File: src/rtl/cdp1802_uart_pkg.sv
// rtl/cdp1802_uart_pkg.sv - shared port numbers, flag indices and FSM encodings for cdp1802_uart
package cdp1802_uart_pkg;

  // CPU I/O port numbers decoded from n
  localparam logic [2:0] PORT_TX  = 3'd1;
  localparam logic [2:0] PORT_RX  = 3'd2;
  localparam logic [2:0] PORT_CLR = 3'd3;

  // EF flag bit positions
  localparam int EF_TX_READY = 0;
  localparam int EF_RX_AVAIL = 1;
  localparam int EF_OVERRUN  = 2;
  localparam int EF_FRAMING  = 3;

  typedef enum logic [1:0] {
    TX_IDLE  = 2'd0,
    TX_START = 2'd1,
    TX_DATA  = 2'd2,
    TX_STOP  = 2'd3
  } tx_state_t;

  typedef enum logic [1:0] {
    RX_IDLE  = 2'd0,
    RX_START = 2'd1,
    RX_DATA  = 2'd2,
    RX_STOP  = 2'd3
  } rx_state_t;

endpackage

File: src/rtl/uart_fifo.sv
// rtl/uart_fifo.sv - small synchronous FIFO with extra-bit pointers
module uart_fifo #(
  parameter int DEPTH = 4,
  parameter int WIDTH = 8
) (
  input  logic             clock,
  input  logic             reset,
  input  logic             push,
  input  logic [WIDTH-1:0] push_data,
  input  logic             pop,
  output logic [WIDTH-1:0] head,
  output logic             empty,
  output logic             full
);

  localparam int AW = $clog2(DEPTH);
  localparam logic [AW:0] PTR_ONE = 1;

  logic [AW:0]      wr_ptr;
  logic [AW:0]      rd_ptr;
  logic [WIDTH-1:0] mem [DEPTH];
  logic             pop_ok;
  logic             push_ok;

  assign empty = (wr_ptr == rd_ptr);
  assign full  = (wr_ptr[AW] != rd_ptr[AW]) && (wr_ptr[AW-1:0] == rd_ptr[AW-1:0]);
  assign head  = mem[rd_ptr[AW-1:0]];

  // A pop frees a slot in the same cycle, so a push into a full FIFO with a pop still lands
  assign pop_ok  = pop && !empty;
  assign push_ok = push && (!full || pop_ok);

  // Pointer update; wrap comes for free from the extra MSB
  always_ff @(posedge clock or posedge reset) begin
    if (reset) begin
      wr_ptr <= '0;
      rd_ptr <= '0;
    end else begin
      if (push_ok) wr_ptr <= wr_ptr + PTR_ONE;
      if (pop_ok)  rd_ptr <= rd_ptr + PTR_ONE;
    end
  end

  // Storage write, no reset needed since empty masks stale contents
  always_ff @(posedge clock) begin
    if (push_ok) mem[wr_ptr[AW-1:0]] <= push_data;
  end

endmodule

File: src/rtl/cdp1802_uart.sv
// rtl/cdp1802_uart.sv - CDP1802 I/O-port UART with TX/RX FIFOs and sticky error flags
module cdp1802_uart
  import cdp1802_uart_pkg::*;
#(
  parameter int CLKS_PER_BIT = 217,
  parameter int FIFO_DEPTH   = 4
) (
  input  logic       clock,
  input  logic       reset,
  input  logic [2:0] n,
  input  logic [7:0] bus_out,
  output logic [7:0] bus_in,
  output logic [3:0] EF,
  input  logic       rxd,
  output logic       txd
);

  localparam logic [15:0] BIT_LAST  = 16'(CLKS_PER_BIT - 1);
  localparam logic [15:0] HALF_LAST = 16'(CLKS_PER_BIT / 2 - 1);

  logic       tx_push, rx_pop, flag_clr;
  logic [7:0] tx_head, rx_head;
  logic       tx_empty, tx_full, rx_empty, rx_full;

  assign tx_push  = (n == PORT_TX);
  assign rx_pop   = (n == PORT_RX);
  assign flag_clr = (n == PORT_CLR);

  // ---------------- transmitter ----------------
  tx_state_t   tx_state, tx_next;
  logic [15:0] tx_cnt;
  logic [2:0]  tx_bit;
  logic [7:0]  tx_shift;
  logic        tx_bit_end, tx_load, tx_line;

  assign tx_bit_end = (tx_cnt == BIT_LAST);

  uart_fifo #(.DEPTH(FIFO_DEPTH), .WIDTH(8)) u_tx_fifo (
    .clock     (clock),
    .reset     (reset),
    .push      (tx_push),
    .push_data (bus_out),
    .pop       (tx_load),
    .head      (tx_head),
    .empty     (tx_empty),
    .full      (tx_full)
  );

  // TX state register
  always_ff @(posedge clock or posedge reset) begin
    if (reset) tx_state <= TX_IDLE;
    else       tx_state <= tx_next;
  end

  // TX next state; STOP chains straight into START when more bytes wait
  always_comb begin
    tx_next = tx_state;
    unique case (tx_state)
      TX_IDLE:  if (!tx_empty) tx_next = TX_START;
      TX_START: if (tx_bit_end) tx_next = TX_DATA;
      TX_DATA:  if (tx_bit_end && tx_bit == 3'd7) tx_next = TX_STOP;
      TX_STOP:  if (tx_bit_end) tx_next = tx_empty ? TX_IDLE : TX_START;
    endcase
  end

  // TX outputs: FIFO pop on load and the line level for the current bit
  always_comb begin
    tx_load = 1'b0;
    tx_line = 1'b1;
    unique case (tx_state)
      TX_IDLE:  tx_load = !tx_empty;
      TX_START: tx_line = 1'b0;
      TX_DATA:  tx_line = tx_shift[0];
      TX_STOP:  tx_load = tx_bit_end && !tx_empty;
    endcase
  end

  // TX datapath: bit timer, bit index, shifter and registered line
  always_ff @(posedge clock or posedge reset) begin
    if (reset) begin
      tx_cnt   <= '0;
      tx_bit   <= '0;
      tx_shift <= '0;
      txd      <= 1'b1;
    end else begin
      txd <= tx_line;
      if (tx_state == TX_IDLE || tx_state != tx_next || (tx_state == TX_DATA && tx_bit_end))
        tx_cnt <= '0;
      else
        tx_cnt <= tx_cnt + 16'd1;
      if (tx_load) begin
        tx_shift <= tx_head;
        tx_bit   <= '0;
      end else if (tx_state == TX_DATA && tx_bit_end) begin
        tx_shift <= {1'b0, tx_shift[7:1]};
        tx_bit   <= tx_bit + 3'd1;
      end
    end
  end

  // ---------------- receiver ----------------
  rx_state_t   rx_state, rx_next;
  logic        sync1, rx_s, rx_d, rx_armed;
  logic [15:0] rx_cnt;
  logic [2:0]  rx_bit;
  logic [7:0]  rx_shift;
  logic        rx_bit_end, rx_fall, rx_sample, rx_push, rx_frame_err;
  logic        overrun, framing;

  assign rx_bit_end = (rx_cnt == BIT_LAST);
  assign rx_fall    = rx_d && !rx_s;

  uart_fifo #(.DEPTH(FIFO_DEPTH), .WIDTH(8)) u_rx_fifo (
    .clock     (clock),
    .reset     (reset),
    .push      (rx_push),
    .push_data (rx_shift),
    .pop       (rx_pop),
    .head      (rx_head),
    .empty     (rx_empty),
    .full      (rx_full)
  );

  // Two-flop synchronizer plus one delayed copy for edge detection
  always_ff @(posedge clock or posedge reset) begin
    if (reset) begin
      sync1 <= 1'b1;
      rx_s  <= 1'b1;
      rx_d  <= 1'b1;
    end else begin
      sync1 <= rxd;
      rx_s  <= sync1;
      rx_d  <= rx_s;
    end
  end

  // RX state register
  always_ff @(posedge clock or posedge reset) begin
    if (reset) rx_state <= RX_IDLE;
    else       rx_state <= rx_next;
  end

  // RX next state; START rechecks the line at mid-bit to reject glitches
  always_comb begin
    rx_next = rx_state;
    unique case (rx_state)
      RX_IDLE:  if (rx_armed && rx_fall) rx_next = RX_START;
      RX_START: if (rx_cnt == HALF_LAST) rx_next = rx_s ? RX_IDLE : RX_DATA;
      RX_DATA:  if (rx_bit_end && rx_bit == 3'd7) rx_next = RX_STOP;
      RX_STOP:  if (rx_bit_end) rx_next = RX_IDLE;
    endcase
  end

  // RX outputs: data sample strobe, good-frame push and framing error
  always_comb begin
    rx_sample    = 1'b0;
    rx_push      = 1'b0;
    rx_frame_err = 1'b0;
    unique case (rx_state)
      RX_DATA: rx_sample = rx_bit_end;
      RX_STOP: begin
        rx_push      = rx_bit_end && rx_s;
        rx_frame_err = rx_bit_end && !rx_s;
      end
      default: ;
    endcase
  end

  // RX datapath: bit timer, shifter, and re-arm after a framing error
  always_ff @(posedge clock or posedge reset) begin
    if (reset) begin
      rx_cnt   <= '0;
      rx_bit   <= '0;
      rx_shift <= '0;
      rx_armed <= 1'b1;
    end else begin
      if (rx_state == RX_IDLE || rx_state != rx_next || rx_sample)
        rx_cnt <= '0;
      else
        rx_cnt <= rx_cnt + 16'd1;
      if (rx_state == RX_IDLE) begin
        rx_bit <= '0;
      end else if (rx_sample) begin
        rx_shift <= {rx_s, rx_shift[7:1]};
        rx_bit   <= rx_bit + 3'd1;
      end
      if (rx_frame_err)
        rx_armed <= 1'b0;
      else if (rx_state == RX_IDLE && rx_s)
        rx_armed <= 1'b1;
    end
  end

  // Sticky error flags; a set in the same cycle as a clear wins
  always_ff @(posedge clock or posedge reset) begin
    if (reset) begin
      overrun <= 1'b0;
      framing <= 1'b0;
    end else begin
      if (rx_push && rx_full && !rx_pop) overrun <= 1'b1;
      else if (flag_clr)                 overrun <= 1'b0;
      if (rx_frame_err)                  framing <= 1'b1;
      else if (flag_clr)                 framing <= 1'b0;
    end
  end

  assign bus_in              = rx_empty ? 8'h00 : rx_head;
  assign EF[EF_TX_READY]     = !tx_full;
  assign EF[EF_RX_AVAIL]     = !rx_empty;
  assign EF[EF_OVERRUN]      = overrun;
  assign EF[EF_FRAMING]      = framing;

endmodule

File: config.mk
export PLATFORM = sky130hd
export DESIGN_NAME = cdp1802_uart
export DESIGN_NICKNAME = d
export VERILOG_FILES = /design/src/rtl/cdp1802_uart_pkg.sv /design/src/rtl/uart_fifo.sv /design/src/rtl/cdp1802_uart.sv
export SDC_FILE = /design/constraint.sdc
export NUM_CORES = 1
export LEC_CHECK = 0
export ABC_CLOCK_PERIOD_IN_PS = 2600
export CAP_MARGIN = 0
export CORE_MARGIN = 2
export CORE_UTILIZATION = 55
export DETAILED_ROUTE_END_ITERATION = 16
export PLACE_DENSITY = 0.76
export SKIP_CTS_REPAIR_TIMING = 1
export SLEW_MARGIN = 15
export SYNTH_ARGS = -nofsm -noshare
export SYNTH_HDL_FRONTEND = slang
export SYNTH_HIERARCHICAL = 1
export SYNTH_SLANG_ARGS = --single-unit
File: constraint.sdc
create_clock -name clock -period 2.6 [get_ports clock]
set_input_delay 0.78 -clock clock [delete_from_list [all_inputs] [get_ports clock]]
set_output_delay 0.78 -clock clock [all_outputs]
set_load 0.05 [all_outputs]
==> results.cfg <==
[min_path]
hp-start = sync1$_DFF_PP1_
whs_path_depth = 0
hold_end = rx_s$_DFF_PP1_
hold_class = flop to flop

[floorplanning]
fp.dieH_um = 115
coreArea_um2 = 12000
die_area_um2 = 13100
die_width_um = 115
rows = 40
io_pins = 27
start_util_pct = 56.2

[pwr]
p_leak_nw = 3.22
powerDensity_nw_per_um2 = 858
power_w = 0.00683
ir_drop_v = 0.000668

[logic_synthesis]
synth-async-reset-ratio_pct = 54.6
synth_area_per_cell_um2 = 13.5
yosysMostFrequentCell = dfrtp_1
yosys-top-cells-count = 72 x dfrtp_1, 64 x edfxtp_1, 31 x nor2_1, 31 x nor3_1, 29 x xnor2_1
syn_nets = 537
synthDistinctLibCells = 55
yosysWarnings = 6
synth_flop_cell = dfrtp_1
synth_cells = 500
synth_edf_count = 64
syn_area_um2 = 6730
synth_largest_area_cell = edfxtp_1
synthTopCellsByArea = edfxtp_1 29%, dfrtp_1 27%, mux4_1 6.2%, ha_1 4.3%, xnor2_1 3.8%
ys_ff_latch = 141
netlist.area_leader.share_pct = 28.6
ys_seq_area_share_pct = 57.3

[cts]
clock_path_buffers = 2
cts_made_buffers = 17
clk_latency_ns = 0.41
cts_sinks = 141
clk_pin_slew_worst_paths_ns = 0.06
cts-root-buf = clkbuf_16
cts_max_level = 4
cts_tree = yes

[timing]
timing.final.crit_period_ns = 2.58
setup_ws_ns = 0.0242
setup_viol_count_final = 0
final_max_slew_viol_count = 0
final.setup_skew_ns = 0.0101
slew_headroom_pct = 57.5
rsz0062_at_grt = true
max_freq_mhz = 388
tightest_slew_ns = 0.638
min_period_over_period_pct = 99.1
finalHoldViolCount = 0

[cells_and_area]
fin_nets = 591
stdcell_area_um2 = 7960
area_growth_pct = 18.3
antenna_cells = 0
drive_gt1_share_pct = 20.1
fill_cells = 814
stdcell_count = 714

[place]
place.gp.congestion = 0.845
portBuffers = 26
dpl_cell_area_um2 = 7300
dp_worst_setup_slack_ns = 0.0646
hpwl_um = 7740
dp.cells = 679

[critical_path]
cp_slowest_stage_delay_ns = 0.55
crit_chain = buf_8, mux4_1, nor2b_1, buf_4
crit_type = flop to output pin
cp.arrival_ns = 1.80
cp_slowest_cell = mux4_1
ff2ff_setup_slack_ns = 0.11
path_max_fanout = 10
worstSetupStartpointType = flop
rr_startpoint = u_tx_fifo/wr_ptr[0]$_DFFE_PP0P_
critPathCaptureType = output pin
reg2reg_to = u_tx_fifo/mem[0][6]$_DFFE_PP_
reg2regPathDepth = 7
critPathRequiredTime_ns = 1.82

[detailed_routing]
wl_per_cell_um = 16.4
drt_first_pass_iters = 4
post-route-drc-count = 0
first_iter_violations = 211
totalWireLength_um = 11700
via_per_inst = 5.63
antenna_left = 0
via_count = 4021

[run]
drv_cap = 0

[grt]
overflow = 0
grt_pass1_wl_um = 19900
track_usage_pct = 19.7
grt_max_degree = 54
antenna_found_initial = 0
grt_pass1_vias = 4103

[run_status]
status = finished, final reports clean
## through the flow
stage | utilization, % | hold WS (ns) | TNS (ns)
floorplan | - | 0.345 | 0
global placement | 61.0 | 0.346 | 0
detailed placement | 61.0 | 0.349 | 0
CTS | 66.1 | 0.363 | -0.705
global route | 66.5 | 0.366 | -0.135
finish | 66.5 | 0.362 | 0
## state kept, by name, summed over array words and instances, names as in the netlist, 3 cells and up
register,flops
u_tx_fifo/rd_ptr,3
u_rx_fifo/rd_ptr,3
tx_bit,3
u_tx_fifo/mem,32
rx_bit,3
tx_cnt,16
u_tx_fifo/wr_ptr,3
u_rx_fifo/mem,32
tx_shift,8
rx_cnt,16
rx_shift,8
u_rx_fifo/wr_ptr,3
## cell usage in the layout (no fill, tap or decap), drive strengths merged, types with 3 or more instances in the layout
cell type,n
xnor2,29
or4,4
clkdlybuf4s50,16
a21o,3
inv,24
nor3,31
mux2i,10
dfstp,5
clkbuf,21
nand4,4
nand3,18
nand2b,3
ha,23
a31oi,4
bufinv,4
o41ai,4
o31ai,3
nor4b,3
nor2b,10
o21ai,16
nand3b,4
nor4,9
and3,12
a21oi,8
edfxtp,64
nor2,31
nand2,23
mux4,16
xor2,16
clkinv,5
dfrtp,72
buf,37
mux2,12
nor3b,5
## power breakdown
part,total (W),internal (W),switching (W)
sequential,0.00283,0.00257,0.000256
combinational,0.00153,0.000672,0.000859
clock,0.00247,0.00160,0.000866
total,0.00683,0.00484,0.00198
## worst max-delay path by stage
stage                                                from                            end  depth (start not counted)
after floorplan           u_tx_fifo/rd_ptr[1]$_DFFE_PP0P_  u_tx_fifo/mem[0][0]$_DFFE_PP_                          8
after CTS                 u_rx_fifo/rd_ptr[0]$_DFFE_PP0P_                      bus_in[7]                          6
after global routing      u_rx_fifo/rd_ptr[0]$_DFFE_PP0P_                      bus_in[2]                          4
after global placement                               n[1]  u_rx_fifo/mem[2][0]$_DFFE_PP_                          4
final                     u_rx_fifo/rd_ptr[0]$_DFFE_PP0P_                      bus_in[2]                          4
after detailed placement                             n[1]  u_rx_fifo/mem[0][1]$_DFFE_PP_                          4
## critical path: cells and delay by family, from the launching register on
kind	cells	cell delay, ns
buffers and inverters	2	0.34
flip-flops	1	0.35
multiplexers	1	0.55
AND/OR/NAND/NOR	1	0.14
## routing by layer
metal	global-route usage (%)	share of wire (%)	vias up
li1	-	-	1943
met1	25.8	45	1995
met2	32.8	51	72
met3	4.66	2.9	11
met4	6.10	0.74	0
met5	0	0	-
## cells by family after synthesis
logic type,count (synthesis),share of synthesized area [%]
buffers and inverters,41,2.99
and+or+nand+nor,164,13.3
DFF,141,57.3
adders and majority gates,23,4.28
xor gates and xnor gates,45,6.97
muxes,38,9.75
AOI/OAI and AO/OA,48,5.43
## area by class of cell
type	instances	area (um^2)	share of cell area [%]
sequential	141	3860	48.5
timing repair buffer	53	536	6.73
clock buffer	21	440	5.53
tap	147	184	2.31
inverter	23	86.3	1.08
clock inverter	11	168	2.11
multi-input combinational	318	2690	33.8
No activity file was read; power rests on OpenSTA's default activity.
==> edit (same settings) <==
`CLKS_PER_BIT`: 217 -> 108.
--- a/src/rtl/cdp1802_uart.sv
+++ b/src/rtl/cdp1802_uart.sv
@@ -3,5 +3,5 @@
   import cdp1802_uart_pkg::*;
 #(
-  parameter int CLKS_PER_BIT = 217,
+  parameter int CLKS_PER_BIT = 108,
   parameter int FIFO_DEPTH   = 4
 ) (
Formal check against the unedited RTL: no difference found for any inputs over 10 cycles, from zero or initial values and one cycle with reset high; that may be too few to reach the edited logic, so the function may still have changed.
==> edit against the unedited design <==
Power increased by 5.6%. Sequential cell count unchanged. Routed wire length increased by 6.3%. Sequential power about the same. Design area increased by 3.7%. Die area decreased by 0.45%. Largest power group unchanged. The run now ends with setup timing left. Area after synthesis decreased by 0.46%. Setup slack got worse by 0.13 ns. Combinational power increased by 27%. Count of clock-buffer cells in the layout decreased by 3. Clock power decreased by 2%.
==> edit: results (changes against the unedited design) <==
outcome finished, violations left; failing checks setup timing; dpl hpwl 7910 µm (+2.3%); Logic pwr share 0.269 (+0.045); R2R cell count 6 (-1); post-synthesis sequential area ratio 0.576 (+0.00268); CTS clk-pin slew, worst paths 0.06 ns (about the same); initial drt markers 243 (+15%); dpl cell area 7380 µm² (+1.2%); WS Path Type flip-flop to flip-flop; Worst path slowest cell or4_4; slowest cell delay on critical path 0.53 ns (-0.02 ns); largest delay contributor family on the critical path simple AND/OR/NAND/NOR gates; average via count per standard cell 5.67 (+0.72%); Mapped Nets 539 (+0.37%); Tot GR Track Use 0.204 (+0.00706); Adder-Cell Fraction of Synth Area 0.0411 (-0.00167); met3 Use GR 0.0551 (+0.00847); ranking of synthesized cells by area edfxtp_1 (29%), dfrtp_1 (27%), mux4_1 (6.3%); first-pass GRT wire length 20400 µm (+2.4%); Synth Instances 503 (+0.60%); Post-Route M1 WL 5600 µm (+6.1%); clk_skew 0.00538 ns (-0.00468 ns); vias in the first global route 4271 (+4.1%); XOR/XNOR share of the synthesized area 0.0701 (+0.000326); worst setup path end rx_shift[0]; Setup WS pre-CTS -0.124 ns (-0.188 ns); leak pwr 3.42 nW (+6.5%); library cells used by synthesis 51 (-7.3%); commonest cells in the netlist dfrtp_1 (72), edfxtp_1 (64), nor2_1 (60), xnor2_1 (24), ha_1 (22); worst setup margin -0.103 ns (-0.128 ns); CP max FO 8 (-2); VDD IR max 0.654 mV (-2.1%); met2 GRT Util 0.342 (+0.0143); Worst Path Arrival 3.01 ns (+1.21 ns); power share of the clock group 0.338 (-0.024); reg2reg start rx_cnt[11]; Final GP Congestion 0.732 (-13%); Synth Area in Compound Gates 0.0646 (+0.0103); DR WL met3 391 µm (+14%); Non-Filler Instances 735 (+2.9%); met2 wire len 6310 µm (+4.9%); placed cell count 695 (+2.4%); # setup viols final 31 (+31); drt wl/cell 17.0 µm (+3.2%); tightest hold margin 0.352 ns (-0.0102 ns); largest net degree at the start of global routing 36 (-33%); Fillers 782 (-3.9%); GRT met1 Usage 0.256 (-0.00182); multiplexer share of the synthesized area 0.0876 (-0.00982); layout cells sized above 1 0.262 (+0.0608); Switch Pwr 0.00223 W (+13%); fin nets 611 (+3.4%)
==> edit: cell count changes in the layout (fill, tap and decap cells not counted), moves of 9 or more <==
| cell | delta |
|---|---|
| a22oi_1 | +9 |
| nor3_1 | -17 |
| o21ai_0 | -9 |
| nor2_1 | +28 |
| buf_6 | +9 |
| buf_4 | +10 |
==> edit: final cells by class <==
type / count / area share
timing repair buffer: 71 / 0.0856
inverter: 20 / 0.00909
clock buffer: 18 / 0.0520
sequential: 141 / 0.467
tap: 147 / 0.0223
clock inverter: 14 / 0.0203
multi-input combinational: 324 / 0.343
==> edit: stage by stage <==
step            util  setup TNS, ns  total power [W]
4_1_cts        0.667          -2.96          0.00715
3_5_place_dp   0.617          -2.11          0.00468
6_report       0.690          -1.55          0.00721
3_3_place_gp   0.617         -0.983          0.00459
5_1_grt        0.690          -4.50          0.00758
2_1_floorplan      -         -0.680          0.00415
